--- src/rtl/cache_def_pkg.sv ---
// Shared geometry, bus/memory record types and the line word-merge helper
// for the direct-mapped cache controller.
package cache_def_pkg;

    localparam int TAGMSB      = 31;
    localparam int TAGLSB      = 14;
    localparam int CACHE_INDEX = 1024;

    typedef struct packed {
        logic                valid;
        logic                dirty;
        logic [TAGMSB:TAGLSB] tag;
    } cache_tag_type;

    typedef struct packed {
        logic [9:0] index;
        logic       we;
    } cache_req_type;

    typedef logic [127:0] cache_data_type;

    typedef struct packed {
        logic [31:0] addr;
        logic [31:0] data;
        logic        rw;
        logic        valid;
    } cpu_req_type;

    typedef struct packed {
        logic [31:0] data;
        logic        ready;
    } cpu_result_type;

    typedef struct packed {
        logic [31:0]  addr;
        logic [127:0] data;
        logic         rw;
        logic         valid;
    } mem_req_type;

    typedef struct packed {
        logic [127:0] data;
        logic         ready;
    } mem_data_type;

    // Replace one 32-bit word of a line; word 0 occupies bits [31:0].
    function automatic cache_data_type merge_word(input cache_data_type line,
                                                  input logic [1:0]     sel,
                                                  input logic [31:0]    word);
        cache_data_type r;
        r = line;
        r[{sel, 5'b0} +: 32] = word;
        return r;
    endfunction

endpackage

--- src/rtl/dm_cache_ctrl.sv ---
// Direct-mapped, write-back, write-allocate cache controller. Handshakes:
// cpu_req is taken only in IDLE; mem_req is held stable until mem_res.ready.
module dm_cache_ctrl
    import cache_def_pkg::*;
(
    input  logic           clk,
    input  logic           rst,
    input  cpu_req_type    cpu_req,
    output cpu_result_type cpu_res,
    output mem_req_type    mem_req,
    input  mem_data_type   mem_res,
    output cache_req_type  tag_req,
    output cache_req_type  data_req,
    output cache_tag_type  tag_write,
    input  cache_tag_type  tag_read,
    output cache_data_type data_write,
    input  cache_data_type data_read
);

    typedef enum logic [1:0] {
        IDLE,
        COMPARE_TAG,
        ALLOCATE,
        WRITE_BACK
    } state_e;

    typedef struct packed {
        logic [31:0] addr;
        logic [31:0] data;
        logic        rw;
    } req_t;

    state_e         state_q, state_d;
    req_t           req_q, req_d;
    logic [31:0]    wb_addr_q, wb_addr_d;
    cache_data_type wb_data_q, wb_data_d;

    logic           hit;
    logic [1:0]     word_sel;
    logic [9:0]     req_index;

    assign req_index = req_q.addr[13:4];
    assign word_sel  = req_q.addr[3:2];
    assign hit       = tag_read.valid && (tag_read.tag == req_q.addr[TAGMSB:TAGLSB]);

    always_ff @(posedge clk) begin
        if (rst) begin
            state_q   <= IDLE;
            req_q     <= '0;
            wb_addr_q <= '0;
            wb_data_q <= '0;
        end else begin
            state_q   <= state_d;
            req_q     <= req_d;
            wb_addr_q <= wb_addr_d;
            wb_data_q <= wb_data_d;
        end
    end

    always_comb begin
        state_d        = state_q;
        req_d          = req_q;
        wb_addr_d      = wb_addr_q;
        wb_data_d      = wb_data_q;
        cpu_res        = '0;
        mem_req        = '0;
        tag_write      = '0;
        data_write     = '0;
        tag_req.index  = (state_q == IDLE) ? cpu_req.addr[13:4] : req_index;
        tag_req.we     = 1'b0;
        data_req.index = (state_q == IDLE) ? cpu_req.addr[13:4] : req_index;
        data_req.we    = 1'b0;

        case (state_q)
            IDLE: begin
                if (cpu_req.valid) begin
                    req_d.addr = cpu_req.addr;
                    req_d.data = cpu_req.data;
                    req_d.rw   = cpu_req.rw;
                    state_d    = COMPARE_TAG;
                end
            end

            COMPARE_TAG: begin
                if (hit) begin
                    cpu_res.ready = 1'b1;
                    cpu_res.data  = data_read[{word_sel, 5'b0} +: 32];
                    if (req_q.rw) begin
                        tag_req.we      = 1'b1;
                        data_req.we     = 1'b1;
                        tag_write.valid = 1'b1;
                        tag_write.dirty = 1'b1;
                        tag_write.tag   = req_q.addr[TAGMSB:TAGLSB];
                        data_write      = merge_word(data_read, word_sel, req_q.data);
                    end
                    state_d = IDLE;
                end else if (tag_read.valid && tag_read.dirty) begin
                    // Capture the victim now; the arrays are rewritten during ALLOCATE.
                    wb_addr_d = {tag_read.tag, req_index, 4'b0};
                    wb_data_d = data_read;
                    state_d   = WRITE_BACK;
                end else begin
                    state_d = ALLOCATE;
                end
            end

            WRITE_BACK: begin
                mem_req.addr  = wb_addr_q;
                mem_req.data  = wb_data_q;
                mem_req.rw    = 1'b1;
                mem_req.valid = 1'b1;
                if (mem_res.ready) begin
                    state_d = ALLOCATE;
                end
            end

            ALLOCATE: begin
                mem_req.addr  = {req_q.addr[31:4], 4'b0};
                mem_req.rw    = 1'b0;
                mem_req.valid = 1'b1;
                if (mem_res.ready) begin
                    tag_req.we      = 1'b1;
                    data_req.we     = 1'b1;
                    tag_write.valid = 1'b1;
                    tag_write.dirty = 1'b0;
                    tag_write.tag   = req_q.addr[TAGMSB:TAGLSB];
                    data_write      = mem_res.data;
                    state_d         = COMPARE_TAG;
                end
            end

            default: begin
                state_d = IDLE;
            end
        endcase

        // A reset edge abandons the transaction, so no array write may land with it.
        if (rst) begin
            tag_req.we    = 1'b0;
            data_req.we   = 1'b0;
            cpu_res.ready = 1'b0;
        end
    end

endmodule

--- config.mk ---
export PLATFORM = sky130hd
export DESIGN_NAME = dm_cache_ctrl
export DESIGN_NICKNAME = d
export VERILOG_FILES = /design/src/rtl/cache_def_pkg.sv /design/src/rtl/dm_cache_ctrl.sv
export SDC_FILE = /design/constraint.sdc
export NUM_CORES = 1
export LEC_CHECK = 0
export CAP_MARGIN = 20
export CORE_AREA = 4 4 275 277
export DETAILED_ROUTE_END_ITERATION = 6
export DIE_AREA = 0 0 279 281
export HOLD_SLACK_MARGIN = 0.1
export PLACE_DENSITY_LB_ADDON = 0.08
export REMOVE_ABC_BUFFERS = 1
export SYNTH_ARGS = -nofsm -noshare
export SYNTH_HDL_FRONTEND = slang
export SYNTH_SLANG_ARGS = --single-unit
export TNS_END_PERCENT = 1
--- constraint.sdc ---
create_clock -name clk -period 3 [get_ports clk]
set_input_delay 0.6 -clock clk [delete_from_list [all_inputs] [get_ports clk]]
set_output_delay 0.6 -clock clk [all_outputs]
set_load 0.1 [all_outputs]
# After elaboration in Yosys (flattened, before gate mapping)
# Cells that the tools add are included.
# op_classes
n_shift	3
n_reduce_logical	6
mux	27
addsub	1
n_eq_ne	7
bitwise	1
# ops
operator	count
two-way mux 128 bit	4
case mux 128 bit (2 select lines)	1
bitwise mux 128 bit	1
variable shift 32 x 9 -> 128 bit, first input constant	1
indexed part select 128 x 8 -> 32 bit	1
indexed part select 32 x 9 -> 128 bit	1
two-way mux 33 bit	2
case mux 32 bit (2 select lines)	1
two-way mux 20 bit	3
case mux 20 bit (2 select lines)	1
== test 18 bit	1
two-way mux 10 bit	1
negation 7 -> 9 bit	1
two-way mux 2 bit	4
case mux 2 bit (4 select lines)	1
two-way mux 1 bit	6
!= test 2 bit, second input constant	3
AND reduction 3 bit	2
== test 2 bit, second input constant	2
case mux 2 bit (2 select lines)	1
== test 2 x 1 -> 1 bit, second input constant	1
logical AND 1 bit	2
zero test 2 bit	1
case mux 1 bit (2 select lines)	1
2 further kinds	2
# totals
ff_bits	223
word_cells	51
in_bits	345

# Longest topological paths before layout
# Gate-level depths: netlist of the first run.
# logic_depth
ltp_word	6
mapped_depth	9
mapped_depth_nobuf	6

# Least setup slack after synthesis of the first run
# OpenSTA, ideal clock, no wires.
# synth_path
kind	reg2out
startpoint	register req_q[36] (netlist name)
endpoint	output port data_write[0]
path_buffers	3
arrival_time_ps	4244
stages_incl_launch_ff	9
path_slack_ps	-1844
t_required_ps	2400
cell_sequence	dfxtp_1 > clkbuf_1 > clkbuf_1 > inv_1 > ha_1 > nor3b_1 > clkbuf_1 > a21oi_1 > o21ai_0
# synth_between
elab_chain_cells	6
word_cells_on_any_way	7
classes_between	add/sub (1); shift (2); mux (4)
# synth_lines
element	line_no	text
start: declaration	dm_cache_ctrl.sv:34	req_t req_q, req_d;
start signal: assignment	dm_cache_ctrl.sv:54	req_q <= req_d;
negation 7 -> 9 bit *	cache_def_pkg.sv:52	r[{sel, 5'b0} +: 32] = word;
indexed part select 32 x 9 -> 128 bit / variable shift 32 x 9 -> 128 bit (equally long branches)	cache_def_pkg.sv:52	
bitwise mux 128 bit *	cache_def_pkg.sv:52	
two-way mux 128 bit *	dm_cache_ctrl.sv:88	if (req_q.rw) begin
two-way mux 128 bit *	dm_cache_ctrl.sv:85	if (hit) begin
case mux 128 bit (2 select lines) *	dm_cache_ctrl.sv:74	case (state_q)
end: declaration	dm_cache_ctrl.sv:16	output cache_data_type data_write,
# Every way passes the cells marked *; elsewhere a longest branch is shown, timed or not.

==> summary by stage, run 1 <==
Critical path
Walking the worst path, the cells encountered are xnor2_2, nand4_1, buf_4, nor4_2, buf_4, nand3_4, buf_12, nor2b_2, buf_4, buf_12. The cell occurring most often along the worst timing path is sky130_fd_sc_hd__buf_4. The worst register-to-register path begins at req_q[59]$_SDFFE_PP0P_. The number of buffer and inverter instances along the worst setup path is 5. The critical-path cell with the highest stage delay is sky130_fd_sc_hd__dfxtp_2. The setup slack on the worst flop-to-flop path is 0.72 ns. The worst endpoint required time is 2.40 ns.

The number of cells on the worst reg-to-reg path is 10. In this run the critical register-to-register path is captured at wb_addr_q[10]$_SDFFE_PP0P_. At the worst endpoint, the arrival time is around 2.7 ns.

The setup path with the least slack is of type flop to output pin. Grouping stages by cell kind, the critical path spends the most delay in buffers and inverters. STA classifies the critical path startpoint as a flop. The category of the worst setup path capture point is an output pin. In this design, the stage delay of the slowest critical-path cell is 0.34 ns. Along the worst path, the maximum fanout reaches 22.

Placed design
After detailed placement, the total cell area comes to 27900 um^2. The pre-CTS worst setup slack is -0.601 ns. Port buffering added 703 buffers. The weighted congestion reported at the end of routability-driven placement is 0.891. The placed wire-length estimate is 61100 um.

Logic synthesis
The most instantiated flip-flop cell in the synthesis netlist is sky130_fd_sc_hd__dfxtp_1. The biggest area contributor in the post-synthesis netlist is sky130_fd_sc_hd__dfxtp_1. Synthesis produced 1885 cells.

The number of distinct library cells after synthesis is 39. By count the netlist is led by sky130_fd_sc_hd__nand2b_1 (312), sky130_fd_sc_hd__nand2_1 (257), sky130_fd_sc_hd__dfxtp_1 (221), sky130_fd_sc_hd__a21oi_1 (193), sky130_fd_sc_hd__nor2b_1 (160). The top cell type's share of synthesized area is 29.5%. Counting flops with a built-in enable in the synthesized netlist gives 0.

The average instance in the mapped netlist occupies 7.95 um^2. Sequential elements use 29.5% of the synthesized area. The most frequently used cell type in the post-synthesis netlist is sky130_fd_sc_hd__nand2b_1.

The post-synthesis async set-or-reset flop share is 0%. The synthesis warning total is 0. By area the synthesized netlist is led by sky130_fd_sc_hd__dfxtp_1 (30%), sky130_fd_sc_hd__nand2b_1 (13%), sky130_fd_sc_hd__mux2i_1 (10%), sky130_fd_sc_hd__nor2b_1 (6.7%), sky130_fd_sc_hd__a21oi_1 (6.4%). The post-synthesis cell area is roughly 15000 um^2. After synthesis the netlist holds a flip-flop and latch count of 221.

Timing
The final worst slack is -0.251 ns. The max-slew violation total from the final report is 0. The fmax is between 0.3 and 0.4 GHz. The final hold violation count is 0. The total of endpoints with negative setup slack in the final report is 183. Setup repair after global routing could not meet its margin everywhere. After layout, the minimum clock period comes to 3.25 ns. The post-route fraction of the period consumed by the critical path is 108%.

The actual transition at the worst max-transition pin is 0.694 ns. On the final layout, the worst clock skew is about 0.013 ns. The worst max-slew margin expressed relative to the limit is 53.7%.

Run status
The run finished, with violations left. The checks that failed: setup timing.

Clock tree
The number of clock buffers inserted by TritonCTS is 31. At the later pin of the worst-skew pair, clock insertion delay measures about 0.58 ns. The root buffer cell is sky130_fd_sc_hd__clkbuf_16.

In this run the number of H-tree levels came out at 1. The clock tree buffer depth is 3. The clock-pin slew reported for the worst setup and hold paths after clock tree synthesis is 0.06 ns. The TritonCTS sink count is 221. TritonCTS built the clock tree.

Layout
The ratio of cells with drive above 1 in the final layout is 28.6%. After filler insertion, the fill cell instance count of the layout stands at 7190. The total non-filler cell area in the finished layout is 29600 um^2. Once layout is complete, the utilization of the core stands at 40.6%.

The final net count is 3023. The layout overhead on the synthesized area is 97.3%.

Detailed routing
After detailed routing, the total wire length is 87100 um. In this run, the number of DRC markers left after iteration 0 of detailed routing was ~880. Before antenna repair, the detailed router went through 5 iterations. The count of nets left with antenna violations once routing finished came out at 0. For this block, the via count after detailed routing is about 16000. In the final routed layout, each cell accounts on average for 23.9 um. The via count normalized by instance count is between 4 and 5. The number of DRC violations after detailed routing is 0.

Hold path
The cell depth of the worst hold path is 2. The worst min-delay path class is input pin to flop. The endpoint with the worst hold slack is req_q[61]$_SDFFE_PP0P_. The startpoint identified for the worst hold timing path is rst.

Power and ir drop
IR analysis of the VDD net gives a maximum drop of roughly 0.65 mV. In this run the static leakage power is about 12 nW. Sequential cells burn 22.6% of the power. The net switching share of the total power is 44.9%.

The overall power of the completed layout is 16.0 mW. For this design the total switching power over the nets is 7.17 mW. The internal power of the cells is 8.80 mW. In this run, the combinational gates consume a little over half of the power.

The power density normalized to cell area is 540 nW/um^2. The share of power burned in the clock network is between 20% and 30%.

Global route
Global routing used 21.2% of the available tracks. The initial antenna violation count is 17. For this run the aggregate overflow at the end of global routing stands at 0.

The first global-routing pass estimated 123000 um of wire. The maximum number of pins on one net before global-route repair is 195. The via count of the first global-routing pass is 16941.

Die
For this configuration, the core starts out at a cell density of 20.6%. The y dimension of the die is 281 um. In this run the core area contains 99 standard-cell rows.

The core region area is 72800 um^2. The count of boundary I/O pins is a little over 700. The width of the die is 279 um. The die covers 78400 um^2.

Job
The max-cap violation count is 0.
-- metrics by stage --
stage                     hold slack, ns  TNS [ns]  std cells
after floorplan                    0.431  -1439.06       1709
after global placement             0.456    -72.22       3577
after detailed placement           0.461    -71.31       3577
after CTS                          0.358    -41.51       3647
after global routing               0.391    -51.36       3650
final                              0.414    -28.08       3652
-- layout by cell type (no fill, tap or decap), types with 4 or more instances in the layout --
cell type,n
sky130_fd_sc_hd__buf_12,392
sky130_fd_sc_hd__clkdlybuf4s50_1,323
sky130_fd_sc_hd__nand2b_1,312
sky130_fd_sc_hd__nand2_1,255
sky130_fd_sc_hd__dfxtp_1,208
sky130_fd_sc_hd__buf_4,177
sky130_fd_sc_hd__a21oi_1,175
sky130_fd_sc_hd__mux2i_1,156
sky130_fd_sc_hd__nor2b_1,147
sky130_fd_sc_hd__and2_1,128
sky130_fd_sc_hd__o21ai_1,108
sky130_fd_sc_hd__mux4_2,32
sky130_fd_sc_hd__clkbuf_16,32
sky130_fd_sc_hd__a22o_1,28
sky130_fd_sc_hd__a21oi_2,17
sky130_fd_sc_hd__dlygate4sd2_1,17
sky130_fd_sc_hd__o21ai_2,14
sky130_fd_sc_hd__nor2b_2,12
sky130_fd_sc_hd__a21boi_1,10
sky130_fd_sc_hd__mux2_2,10
sky130_fd_sc_hd__dfxtp_2,9
sky130_fd_sc_hd__xnor2_1,8
sky130_fd_sc_hd__a21boi_2,8
sky130_fd_sc_hd__clkbuf_1,8
sky130_fd_sc_hd__xnor2_2,7
sky130_fd_sc_hd__buf_16,7
sky130_fd_sc_hd__nor2_1,6
sky130_fd_sc_hd__clkbuf_8,6
sky130_fd_sc_hd__buf_6,6
sky130_fd_sc_hd__diode_2,5
sky130_fd_sc_hd__o21ai_0,5
sky130_fd_sc_hd__nand4_1,4
sky130_fd_sc_hd__ha_4,4
sky130_fd_sc_hd__conb_1,4
sky130_fd_sc_hd__clkinv_2,4
sky130_fd_sc_hd__dfxtp_4,4
-- what timing repair did --
action | in CTS | in global routing
setup endpoints to repair | 183 | 183
resized for setup | 235 | 22
pin swaps | 13 | 3
buffers inserted | 10 | 0
gates cloned | 8 | 0
hold buffers | 0 | 0
-- worst register-to-register path, delay by kind of cell (launching register included) --
kind                   cells  cell delay, ns
AO/OA/AOI/OAI              1            0.15
buffers and inverters      5            0.86
AND/OR/NAND/NOR            2            0.44
XOR/XNOR                   1            0.17
multiplexers               1            0.25
flip-flops                 1            0.34
-- metal layers --
layer	up-vias	share of wire (%)	global-route usage, %	routed length, um
li1	7829	-	-	-
met1	7837	40	25.3	35300
met2	544	50	38.3	43600
met3	91	7.6	6.21	6660
met4	22	1.7	3.55	1490
met5	-	0.16	0	138
-- worst max path at each step --
stage / startpoint / end / cells after the start / slack (ns)
after floorplan: tag_read[15] / data_req[0] / 4 / -4.96
after global placement: tag_read[12] / data_write[47] / 9 / -0.58
after detailed placement: tag_read[12] / data_write[47] / 9 / -0.60
after CTS: req_q[59]$_SDFFE_PP0P_ / cpu_res[11] / 10 / -0.36
after global routing: req_q[58]$_SDFFE_PP0P_ / cpu_res[23] / 10 / -0.38
final: req_q[59]$_SDFFE_PP0P_ / cpu_res[23] / 10 / -0.25
-- cells by family (layout without fill, tap and decap cells) --
logic type | count (synthesis) | count (layout) | synth area share (%)
other cells | 1 | 9 | 0.0250
compound gates | 372 | 372 | 13.5
xor+xnor | 18 | 18 | 1.05
buf+inv | 185 | 985 | 6.63
mux | 198 | 198 | 16.0
flops | 221 | 221 | 29.5
fa+ha+maj | 9 | 9 | 0.751
simple gates | 881 | 881 | 32.5
-- power groups by stage --
stage | clock network (mW) | logic [mW] | registers, mW
after floorplan | 0 | 4.70 | 3.59
after global placement | 0 | 8.59 | 3.61
after detailed placement | 0 | 8.62 | 3.63
after CTS | 3.77 | 8.83 | 3.59
after global routing | 3.88 | 9.15 | 3.66
final | 3.61 | 8.76 | 3.61
-- cell type report --
cell class	count	area [um^2]	area share, %
flip-flops and latches	221	4450	15.1
clock inverters	6	57.6	0.195
clock buffers	46	913	3.09
inverters	6	27.5	0.0931
well taps	959	1200	4.06
diodes	5	12.5	0.0423
repair buffers	927	12900	43.7
multi-input cells	1482	9980	33.8
-- registers in the layout, summed over array words and instances (netlist names) --
signal	cells
wb_addr_q	28
wb_data_q	128
state_q	2
req_q	53
req_index	10
Power figures use the tool's default switching activity.
==> run 2, diff against run 1 <==
--- a/config.mk
+++ b/config.mk
@@ -7,6 +7,7 @@
 export LEC_CHECK = 0
 export CAP_MARGIN = 20
 export CORE_AREA = 4 4 275 277
+export CTS_CLUSTER_DIAMETER = 100
 export DETAILED_ROUTE_END_ITERATION = 6
 export DIE_AREA = 0 0 279 281
 export HOLD_SLACK_MARGIN = 0.1
==> results of run 2 <==
No change in the layout: final DEF, timing and power equal those of run 1.
